**src/rtl/vga_px_fetch.sv**
```systemverilog
// Framebuffer prefetch stage: streams 8-bit grey pixels from memory through a small
// word FIFO and presents one {g,g,g} pixel per px_tick, flagging underflow.
module vga_px_fetch #(
    parameter logic [31:0] FB_BASE    = 32'h0000_0000,
    parameter int unsigned IMG_PIXELS = 65536,
    parameter int unsigned DEPTH      = 4,
    parameter logic [23:0] ERR_COLOR  = 24'hFF00FF,
    parameter logic [23:0] BG_COLOR   = 24'h000000
) (
    input  logic        clk50MHz,
    input  logic        rst,
    input  logic        frame_start,
    input  logic        px_tick,
    output logic        mem_rd,
    output logic [31:0] mem_addr,
    input  logic [31:0] mem_rdata,
    input  logic        mem_rvalid,
    output logic [23:0] memPx,
    output logic        underflow
);

    localparam int unsigned WORDS = IMG_PIXELS / 4;
    localparam int PW = $clog2(DEPTH);
    localparam int CW = $clog2(DEPTH + 1);
    localparam int SW = $clog2(2 * DEPTH + 1);
    localparam int WW = $clog2(WORDS + 1);
    localparam int XW = $clog2(IMG_PIXELS + 1);

    if ((DEPTH < 2) || ((DEPTH & (DEPTH - 1)) != 0)) begin : g_bad_depth
        $error("vga_px_fetch: DEPTH must be a power of two >= 2");
    end
    if ((IMG_PIXELS == 0) || ((IMG_PIXELS % 4) != 0)) begin : g_bad_pixels
        $error("vga_px_fetch: IMG_PIXELS must be a non-zero multiple of 4");
    end
    if (FB_BASE[1:0] != 2'b00) begin : g_bad_base
        $error("vga_px_fetch: FB_BASE must be 4-byte aligned");
    end

    // Request side
    logic [31:0]   issue_addr;
    logic [WW-1:0] words_issued;
    logic [CW-1:0] outstanding;
    logic [CW-1:0] drop_cnt;

    // Word FIFO
    logic [31:0]   fifo_mem [DEPTH];
    logic [PW-1:0] wr_ptr;
    logic [PW-1:0] rd_ptr;
    logic [CW-1:0] fifo_count;

    // Pixel side
    logic [1:0]    byte_idx;
    logic [XW-1:0] px_count;

    logic          rsp_accept;
    logic          push;
    logic          pop;
    logic          issue;
    logic          fifo_empty;
    logic          frame_done;
    logic          consume;
    logic [SW-1:0] in_flight;
    logic [7:0]    head_byte;

    // A return with nothing outstanding belongs to no request of ours (e.g. one
    // lost across a reset) and is ignored entirely.
    assign rsp_accept = mem_rvalid && (outstanding != '0);
    assign push       = rsp_accept && (drop_cnt == '0) && !frame_start;

    assign fifo_empty = (fifo_count == '0);
    assign frame_done = (px_count == XW'(IMG_PIXELS));
    assign consume    = px_tick && !frame_start && !frame_done && !fifo_empty;
    assign pop        = consume && (byte_idx == 2'd3);

    assign in_flight  = SW'(fifo_count) + SW'(outstanding);
    assign issue      = !frame_start
                     && (words_issued < WW'(WORDS))
                     && (in_flight < SW'(DEPTH));

    assign head_byte  = fifo_mem[rd_ptr][{byte_idx, 3'b000} +: 8];

    // NOTE: state registers use non-blocking assignments so every flop samples
    // the pre-edge values regardless of block ordering.
    always_ff @(posedge clk50MHz or negedge rst) begin
        if (!rst) begin
            mem_rd       <= 1'b0;
            mem_addr     <= '0;
            issue_addr   <= FB_BASE;
            words_issued <= '0;
        end else begin
            mem_rd <= issue;
            if (frame_start) begin
                issue_addr   <= FB_BASE;
                words_issued <= '0;
            end else if (issue) begin
                mem_addr     <= issue_addr;
                issue_addr   <= issue_addr + 32'd4;
                words_issued <= words_issued + WW'(1);
            end
        end
    end

    // Reads in flight at a restart still come back; they are counted off and dropped.
    always_ff @(posedge clk50MHz or negedge rst) begin
        if (!rst) begin
            outstanding <= '0;
            drop_cnt    <= '0;
        end else begin
            outstanding <= outstanding + CW'(issue) - CW'(rsp_accept);
            if (frame_start) begin
                drop_cnt <= outstanding - CW'(rsp_accept);
            end else if (rsp_accept && (drop_cnt != '0)) begin
                drop_cnt <= drop_cnt - CW'(1);
            end
        end
    end

    always_ff @(posedge clk50MHz or negedge rst) begin
        if (!rst) begin
            wr_ptr     <= '0;
            rd_ptr     <= '0;
            fifo_count <= '0;
        end else if (frame_start) begin
            wr_ptr     <= '0;
            rd_ptr     <= '0;
            fifo_count <= '0;
        end else begin
            if (push) begin
                wr_ptr <= wr_ptr + PW'(1);
            end
            if (pop) begin
                rd_ptr <= rd_ptr + PW'(1);
            end
            case ({push, pop})
                2'b10:   fifo_count <= fifo_count + CW'(1);
                2'b01:   fifo_count <= fifo_count - CW'(1);
                default: fifo_count <= fifo_count;
            endcase
        end
    end

    // NOTE: the storage array has no reset; occupancy is tracked by the pointers
    // and count, so stale contents are never read.
    always_ff @(posedge clk50MHz) begin
        if (push) begin
            fifo_mem[wr_ptr] <= mem_rdata;
        end
    end

    always_ff @(posedge clk50MHz or negedge rst) begin
        if (!rst) begin
            memPx     <= '0;
            underflow <= 1'b0;
            byte_idx  <= '0;
            px_count  <= '0;
        end else if (frame_start) begin
            byte_idx <= '0;
            px_count <= '0;
        end else if (px_tick) begin
            if (frame_done) begin
                memPx <= BG_COLOR;
            end else if (fifo_empty) begin
                memPx     <= ERR_COLOR;
                underflow <= 1'b1;
            end else begin
                memPx    <= {3{head_byte}};
                px_count <= px_count + XW'(1);
                byte_idx <= byte_idx + 2'd1;
            end
        end
    end

endmodule

```
**config.mk**
```make
export PLATFORM = sky130hd
export DESIGN_NAME = vga_px_fetch
export DESIGN_NICKNAME = d
export VERILOG_FILES = /design/src/rtl/vga_px_fetch.sv
export SDC_FILE = /design/constraint.sdc
export NUM_CORES = 1
export LEC_CHECK = 0
export ABC_AREA = 1
export CORE_ASPECT_RATIO = 0.7
export CORE_MARGIN = 2
export CORE_UTILIZATION = 25
export DETAILED_ROUTE_END_ITERATION = 10
export PLACE_DENSITY = 0.4
export SLEW_MARGIN = 40
export SYNTH_ARGS = -nofsm -noshare
export SYNTH_HDL_FRONTEND = slang
export SYNTH_SLANG_ARGS = --single-unit
```
**constraint.sdc**
```tcl
create_clock -name clk50MHz -period 4.1 [get_ports clk50MHz]
set_input_delay 0.82 -clock clk50MHz [delete_from_list [all_inputs] [get_ports clk50MHz]]
set_output_delay 0.82 -clock clk50MHz [all_outputs]
set_load 0.05 [all_outputs]
```
=== Yosys cells after proc, flatten, opt, wreduce, memory -nomap -nowiden ===
Memory sizes are Yosys's and may differ from the RTL's.
Cells that the tools add are included.

* Register bits: 137
* Memories: 1
* RAM bits: 128

* Reduce and logical (&&, ||, !) cells: 27
* $lt $le $gt $ge: 2
* Add/sub/neg operators: 13
* Muxes and demuxes: 24
* Shifts and indexed selects: 1
* Bitwise operators: 2
* Eq/ne operators: 6

{| class="wikitable"
|+ Memories
! memory !! depth !! bits a word !! read ports !! clocked after Yosys merged registers in !! write ports !! line !! source
|-
| fifo_mem || 4 || 32 || 1 || 0 || 1 || 46 || <nowiki>logic [31:0] fifo_mem [DEPTH];</nowiki>
|}

{| class="wikitable"
|+ Operators by type and width
! operator !! number
|-
| $mux 17 || 4
|-
| $mux 32 || 2
|-
| $mux 24 || 2
|-
| $add 32x3->32 const B || 1
|-
| $shiftx 32x6->8 || 1
|-
| $mux 15 || 2
|-
| $add 17x1->17 const B || 1
|-
| $eq 17x17->1 const B || 1
|-
| $mux 2 || 8
|-
| $add 15x1->15 const B || 1
|-
| $lt 15x15->1 const B || 1
|-
| $logic_and 1x1->1 || 10
|-
| $reduce_bool 2->1 || 5
|-
| $mux 3 || 3
|-
| $reduce_bool 3->1 || 3
|-
| $add 2x1->2 const B || 3
|-
| $logic_not 3->1 || 2
|-
| $pmux 3 s2 || 1
|-
| $sub 3x1->3 || 2
|-
| $sub 3x1->3 const B || 2
|-
| $add 3x3->4 || 1
|-
| $eq 2x2->1 const B || 2
|-
| $lt 4x3->1 const B || 1
|-
| $ne 2x2->1 const B || 2
|-
| 9 further kinds || 14
|}

=== Depth between registers and ports, before layout ===
Gate-level depths: netlist of run 1.

* Word-level depth: 8
* Depth in mapped cells: 16

=== Least setup slack after synthesis of run 1 ===
Ideal clock, no wire load.

* Path kind: input -> register
* From: input mem_rvalid
* To: memory fifo_mem[0][0] (enable)
* Stages: 5
* Data arrival time: 2.776 ns
* Path slack: 0.903 ns
* Path through: a21boi_2 nand3_1 nor2_1 inv_1 nor2_1

* Cells in the longest elaborated chain, start to end: 5

{| class="wikitable"
|+ RTL lines
! element !! line !! source
|-
| start: declaration || 17 || <nowiki>input logic mem_rvalid,</nowiki>
|-
| $logic_and 1x1->1 || 67 || <nowiki>assign rsp_accept = mem_rvalid && (outstanding != '0);</nowiki>
|-
| $logic_and 1x1->1 (2 in a row) || 68 || <nowiki>assign push = rsp_accept && (drop_cnt == '0) && !frame_start;</nowiki>
|-
| $mux 1 || 145 || <nowiki>if (push) begin</nowiki>
|-
| $mux 1 (implied by the code) || 146 || <nowiki>fifo_mem[wr_ptr] <= mem_rdata;</nowiki>
|-
| end: declaration || 46 ||
|}

No other way between the ends.

==> flow_summary.ini, run 1 <==
[floorplan]
io_pins = 95
core_area_um2 = 45200
die_x_um = 260
die_area_um2 = 47800
initial_core_util_pct = 25.4
die_h_um = 183
rows = 65

[global_route]
grt_remaining_overflow = 0
grt_pass1_wl_um = 48600
track_usage_pct = 13.2
antenna_found_initial = 0
grt_max_degree = 75
grt_pass1_vias = 8024

[routing]
drc = 0
finalWirelength_um = 31200
dr_wl_met3_um = 1010
met2_length_um = 13200
via_per_inst = 4.39
final_antenna_net_count = 0
top_layer = met4
drt_iter0_drc = 514
wire_per_inst_um = 16.5
dr.pass1.iters = 5
wl_met1_um = 16300
route.vias.total = 8297

[cts]
clockBufferDepth = 3
cts_buffers = 30
cts_hold_buf = 0
ctsResizeCount = 0
cts_setup_buffers = 0
cts_sinks = 253
path_clk_slew_ns = 0.06
worstSkewPairLatency_ns = 0.57
root_buffer = clkbuf_16
cts_tree = built
htree_num_levels = 1

[pwr]
clkPwrFrac_pct = 38.2
internal-power_mw = 5.08
netSwitchingFraction_pct = 31.2
p_seq_share_pct = 40.7
p_leak_nw = 5.41
combPwrFrac_pct = 21.1
ir_drop_uv = 323
power_density_nw_per_um2 = 523
power.switching_mw = 2.31
finalPower_mw = 7.38

[logic_synthesis]
ys_seq_area_share_pct = 60.6
synth_edf_count = 128
synth_top_area_cell = edfxtp_1
syn_area_um2 = 11500
ys_top_cells_by_area = edfxtp_1 33%, dfrtp_1 27%, nand2_1 6.8%, o21ai_0 6.5%, nor2_1 5.6%
synth_seq_cells = 253
ys.warnings.count = 0
synthDistinctLibCells = 48
synth_ff_type = edfxtp_1
ys_async_sr_fraction_pct = 49.4
postSynthCellCount = 1182
syn_avg_cell_area_um2 = 9.73
synth_top_area_share_pct = 33.4

[finish]
n_antenna_cell = 0
final_nets = 1320
final_cells = 1891
layout-drive-gt1-share_pct = 7.45
multi_input_comb_area_um2 = 3880
num-fill-cells = 4682
synthToLayoutAreaGrowth_pct = 22.7
ff_latch_area_um2 = 6970

[setup_path]
critical_path.max_fanout = 3
worstSetupPathType = reg2out
r2r_setup_slack_ns = 1.50
cp_top_family = buffers and inverters
required_ns = 3.28
r2r_start = px_count[0]
path_cells = clkdlybuf4s50_1
startpoint_type = register
worstReg2RegEnd = px_count[7]
max_stage_delay_ns = 0.83
critPathBufInv = 1
worstPathArrival_ns = 1.81
cp.depth = 1
endpoint_kind = primary output
rr_worst_depth = 12
worstSetupEndpoint = memPx[0]
crit_slowest_cell = clkdlybuf4s50_1
startpoint = memPx[16]

[placement]
dp_cells = 1834
portBuffers = 92
pre_cts_slack_ns = 0.936
place_hpwl_um = 20700
place_congestion = 0.794

[timing]
setup_tns_ns = 0
relSlewSlack_pct = 47.5
rsz0062_at_grt = false
fin_skew_ns = 0.0148
fin_ws_ns = 1.47
clock.fmax_ghz = 0.380
final-hold-violation-count = 0
timing.final.max_slew_violations = 0
fin_crit_ns = 2.63
worst_pin_slew_ns = 0.787
setup_violations = 0
finalCritPeriodShare_pct = 64.3

[worst_hold_path]
hp-class = in2async

[run]
drv_cap = 0

[run_status]
status = completed
## power by group through the flow
stage	clock (mW)	combinational, mW	sequential, mW
finish	2.82	1.56	3.01
floorplan	0	0.794	3.27
CTS	2.91	1.59	3.02
detailed placement	0	1.59	3.07
global route	3.00	1.71	3.04
global placement	0	1.58	3.07
## synthesized netlist by cell type (5+ instances only)
| cell | n |
|---|---|
| o21ai_0 | 150 |
| ha_1 | 17 |
| buf_2 | 18 |
| nand2_1 | 209 |
| buf_4 | 10 |
| xor2_1 | 9 |
| a21oi_1 | 20 |
| o211ai_1 | 31 |
| o22ai_1 | 5 |
| inv_1 | 99 |
| o31ai_1 | 6 |
| nor2_1 | 172 |
| nand4_1 | 23 |
| edfxtp_1 | 128 |
| dfrtp_1 | 125 |
| clkbuf_1 | 24 |
| nand3_1 | 57 |
| nor3_1 | 23 |
## cell usage in the layout, fill, tap and decap left out, types with 4 or more instances in the layout
| master | n |
|---|---|
| nand2_1 | 209 |
| o22ai_1 | 5 |
| dfrtp_1 | 124 |
| clkbuf_8 | 4 |
| clkdlybuf4s50_1 | 90 |
| xor2_1 | 9 |
| edfxtp_1 | 128 |
| clkbuf_16 | 31 |
| nor3_1 | 23 |
| nor2_4 | 7 |
| clkinv_1 | 9 |
| nor2_1 | 168 |
| o31ai_1 | 6 |
| ha_1 | 17 |
| a21oi_1 | 20 |
| nand3_1 | 57 |
| buf_4 | 14 |
| nand4_1 | 23 |
| o211ai_1 | 31 |
| bufinv_16 | 5 |
| o21ai_0 | 150 |
| inv_1 | 97 |
| clkinv_2 | 5 |
## logic make-up (layout without fill, tap and decap cells)
logic type	count (synthesis)	after routing	share of synthesized area [%]
AO/OA/AOI/OAI	229	229	11.3
adder cells (fa/ha/maj)	19	19	2.20
buffers and inverters	162	267	6.00
XOR/XNOR	11	11	0.837
other	1	2	0.0326
AND/OR/NAND/NOR	507	507	19.0
flip-flops	253	253	60.6
## layout make-up
class / count / share of cell area (%)
Inverter: 103 / 2.74
Timing Repair Buffer: 108 / 7.58
Clock buffer: 38 / 5.96
Sequential cell: 253 / 49.4
Clock inverter: 18 / 1.52
Multi-Input combinational cell: 768 / 27.5
Tap cell: 603 / 5.34
## flip-flops by register name (all words and copies together) (netlist names)
register,count
words_issued,15
mem_addr,30
wr_ptr,2
rd_ptr,2
mem_rd,1
issue_addr,30
drop_cnt,3
fifo_mem,128
byte_idx,2
memPx,16
outstanding,3
underflow,1
fifo_count,3
px_count,17
## per-layer routing
| layer | vias to the layer above | track usage, % |
|---|---|---|
| met5 | - | 0 |
| met4 | 0 | 2.95 |
| met3 | 39 | 2.15 |
| met2 | 108 | 19.4 |
| met1 | 3972 | 20.2 |
| li1 | 4178 | - |
## worst reg2reg max path: stages, from the launching register on
cell	delay (ns)
dfrtp_1	0.41
inv_1	0.11
ha_1	0.15
nand2_1	0.04
inv_1	0.05
nand2_1	0.04
nor2_1	0.23
nand2_1	0.19
nand3_1	0.41
nand2_1	0.44
inv_1	0.28
nand2_1	0.08
o31ai_1	0.07
## through the flow
| step | hold WS (ns) | util, % | cell area [um2] |
|---|---|---|---|
| 6_report | 0.110 | 31.2 | 14100 |
| 5_1_grt | 0.0946 | 31.2 | 14100 |
| 4_1_cts | 0.299 | 31.2 | 14100 |
| 3_5_place_dp | 0.460 | 28.8 | 13000 |
| 3_3_place_gp | 0.458 | 28.8 | 13000 |
| 2_1_floorplan | 0.478 | - | 11500 |
## worst min path at each step
stage / cells after the start / to / slack, ns
floorplan: 1 / words_issued[6] / 0.48
global placement: 2 / underflow / 0.46
detailed placement: 2 / mem_addr[15] / 0.46
CTS: 1 / mem_addr[20] / 0.30
global route: 1 / mem_addr[19] / 0.09
finish: 1 / mem_addr[20] / 0.11
No activity file was read; power rests on OpenSTA's default activity.
==> inputs of run 2 (changes only) <==
PLACE_DENSITY = 0.41   (was 0.4)
clock period = 2.33 ns   (was 4.1 ns; I/O delays follow)
==> flow_summary.ini, run 2 (same netlist as run 1, synthesis figures left out) <==
[run_status]
status = completed

[global_route]
grt_remaining_overflow = 0
grt_pass1_wl_um = 50700
antenna_found_initial = 0
track_usage_pct = 13.7
grt_pass1_vias = 8361
grt_max_degree = 67

[floorplan]
core_area_um2 = 45200
io_pins = 95
initial_core_util_pct = 25.4
die_x_um = 260
rows = 65
die_h_um = 183
die_area_um2 = 47800

[finish]
final_nets = 1362
utilization_pct = 31.9
final_area_um2 = 14400
final_cell_mix = 209 x nand2_1, 167 x nor2_1, 150 x o21ai_0
layout-drive-gt1-share_pct = 10.5
n_antenna_cell = 0
synthToLayoutAreaGrowth_pct = 25.3
top_register = fifo_mem
top_regs = fifo_mem: 128 flops, issue_addr: 30 flops, mem_addr: 30 flops
largest_reg_flops = 128
num-fill-cells = 4647
final_common_cell = nand2_1

[setup_path]
crit_slowest_cell = clkdlybuf4s50_1
path_cells = clkdlybuf4s50_1
critPathBufInv = 1
cp_top_family = buffers and inverters
startpoint_type = register
critical_path.max_fanout = 3
required_ns = 1.86
max_stage_delay_ns = 0.84
r2r_start = fifo_count[1]
rr_worst_depth = 10
worstSetupPathType = reg2out
worstPathArrival_ns = 1.82
r2r_setup_slack_ns = 0.13
startpoint = memPx[19]
cp.depth = 1
endpoint_kind = primary output

[placement]
place_hpwl_um = 22200
pre_cts_slack_ns = -0.196
place_congestion = 0.798
portBuffers = 92
placed_area_um2 = 13500

[cts]
path_clk_slew_ns = 0.06
cts_sinks = 253
cts_buffers = 29
root_buffer = clkbuf_16
htree_num_levels = 1
clockBufferDepth = 3
worstSkewPairLatency_ns = 0.56
cts_tree = built

[timing]
worst_pin_slew_ns = 0.642
fin_skew_ns = 0.0147
finalCritPeriodShare_pct = 98.3
fin_crit_ns = 2.29
setup_violations = 0
fin_ws_ns = 0.0400
relSlewSlack_pct = 57.2
final-hold-violation-count = 0
timing.final.max_slew_violations = 0
clock.fmax_ghz = 0.437
setup_tns_ns = 0

[routing]
route.vias.total = 8597
met2_length_um = 13500
top_layer = met4
wire_per_inst_um = 16.7
drc = 0
finalWirelength_um = 32200
dr.pass1.iters = 6
via_per_inst = 4.45
dr_wl_met3_um = 1170
wl_met1_um = 16800
drt_iter0_drc = 606
final_antenna_net_count = 0

[pwr]
clkPwrFrac_pct = 35.3
ir_drop_uv = 427
combPwrFrac_pct = 22.9
internal-power_mw = 8.56
power_density_nw_per_um2 = 877
power.switching_mw = 4.08
p_leak_nw = 5.59
p_seq_share_pct = 41.8
netSwitchingFraction_pct = 32.3

[worst_hold_path]
hp-class = in2async

[run]
drv_cap = 0
run 2: cell types whose count changed in the layout (fill, tap and decap cells not counted), sizes merged:
cell / before / now
buf: 18 / 64
clkdlybuf4s50: 90 / 79
dlygate4sd2: 0 / 7
clkbuf: 38 / 43
clkinv: 14 / 9
bufinv: 5 / 2
dlygate4sd3: 0 / 1
run 2: worst paths after layout:
kind / end
worst max-delay path: memPx[19]
worst min-delay path: mem_addr[22]
worst max register to register: outstanding[2]
worst min register to register: mem_addr[10]
max in group asynchronous: words_issued[12]
min in group clk50MHz: px_count[5]
run 2: through the flow:
step	power (mW)	cells	hold slack (ns)
floorplan	7.19	1183	0.170
global placement	8.31	1875	0.424
detailed placement	8.33	1875	0.419
CTS	12.8	1929	0.365
global route	13.3	1931	0.387
finish	12.6	1931	0.392
run 2: what timing repair did:
action                     CTS  global route
hold endpoints to repair    37             0
gates resized for setup      7             5
hold buffers                 1             0
setup buffers                0             2
cloned                       0             0
pin swaps                    0             1
setup endpoints to repair    7             2
run 2: power by group through the flow:
stage | logic [mW] | registers (mW) | clock network (mW)
after floorplan | 1.43 | 5.76 | 0
after global placement | 2.94 | 5.37 | 0
after detailed placement | 2.95 | 5.38 | 0
after CTS | 2.93 | 5.29 | 4.61
after global routing | 3.17 | 5.32 | 4.79
final | 2.89 | 5.28 | 4.47
run 2: area by class of cell:
cell class              instances  area, um2  area share, %
flip-flops and latches        253       6970           48.4
multi-input cells             768       3900           27.0
repair buffers                151       1480           10.3
clock buffers                  43        818           5.68
well taps                     603        754           5.23
inverters                     103        387           2.68
clock inverters                10        106          0.738
run 2: layer usage:
layer | global-route usage, % | up-vias
li1 | - | 4266
met1 | 21.2 | 4151
met2 | 19.4 | 132
met3 | 2.14 | 48
met4 | 3.84 | 0
met5 | 0 | -
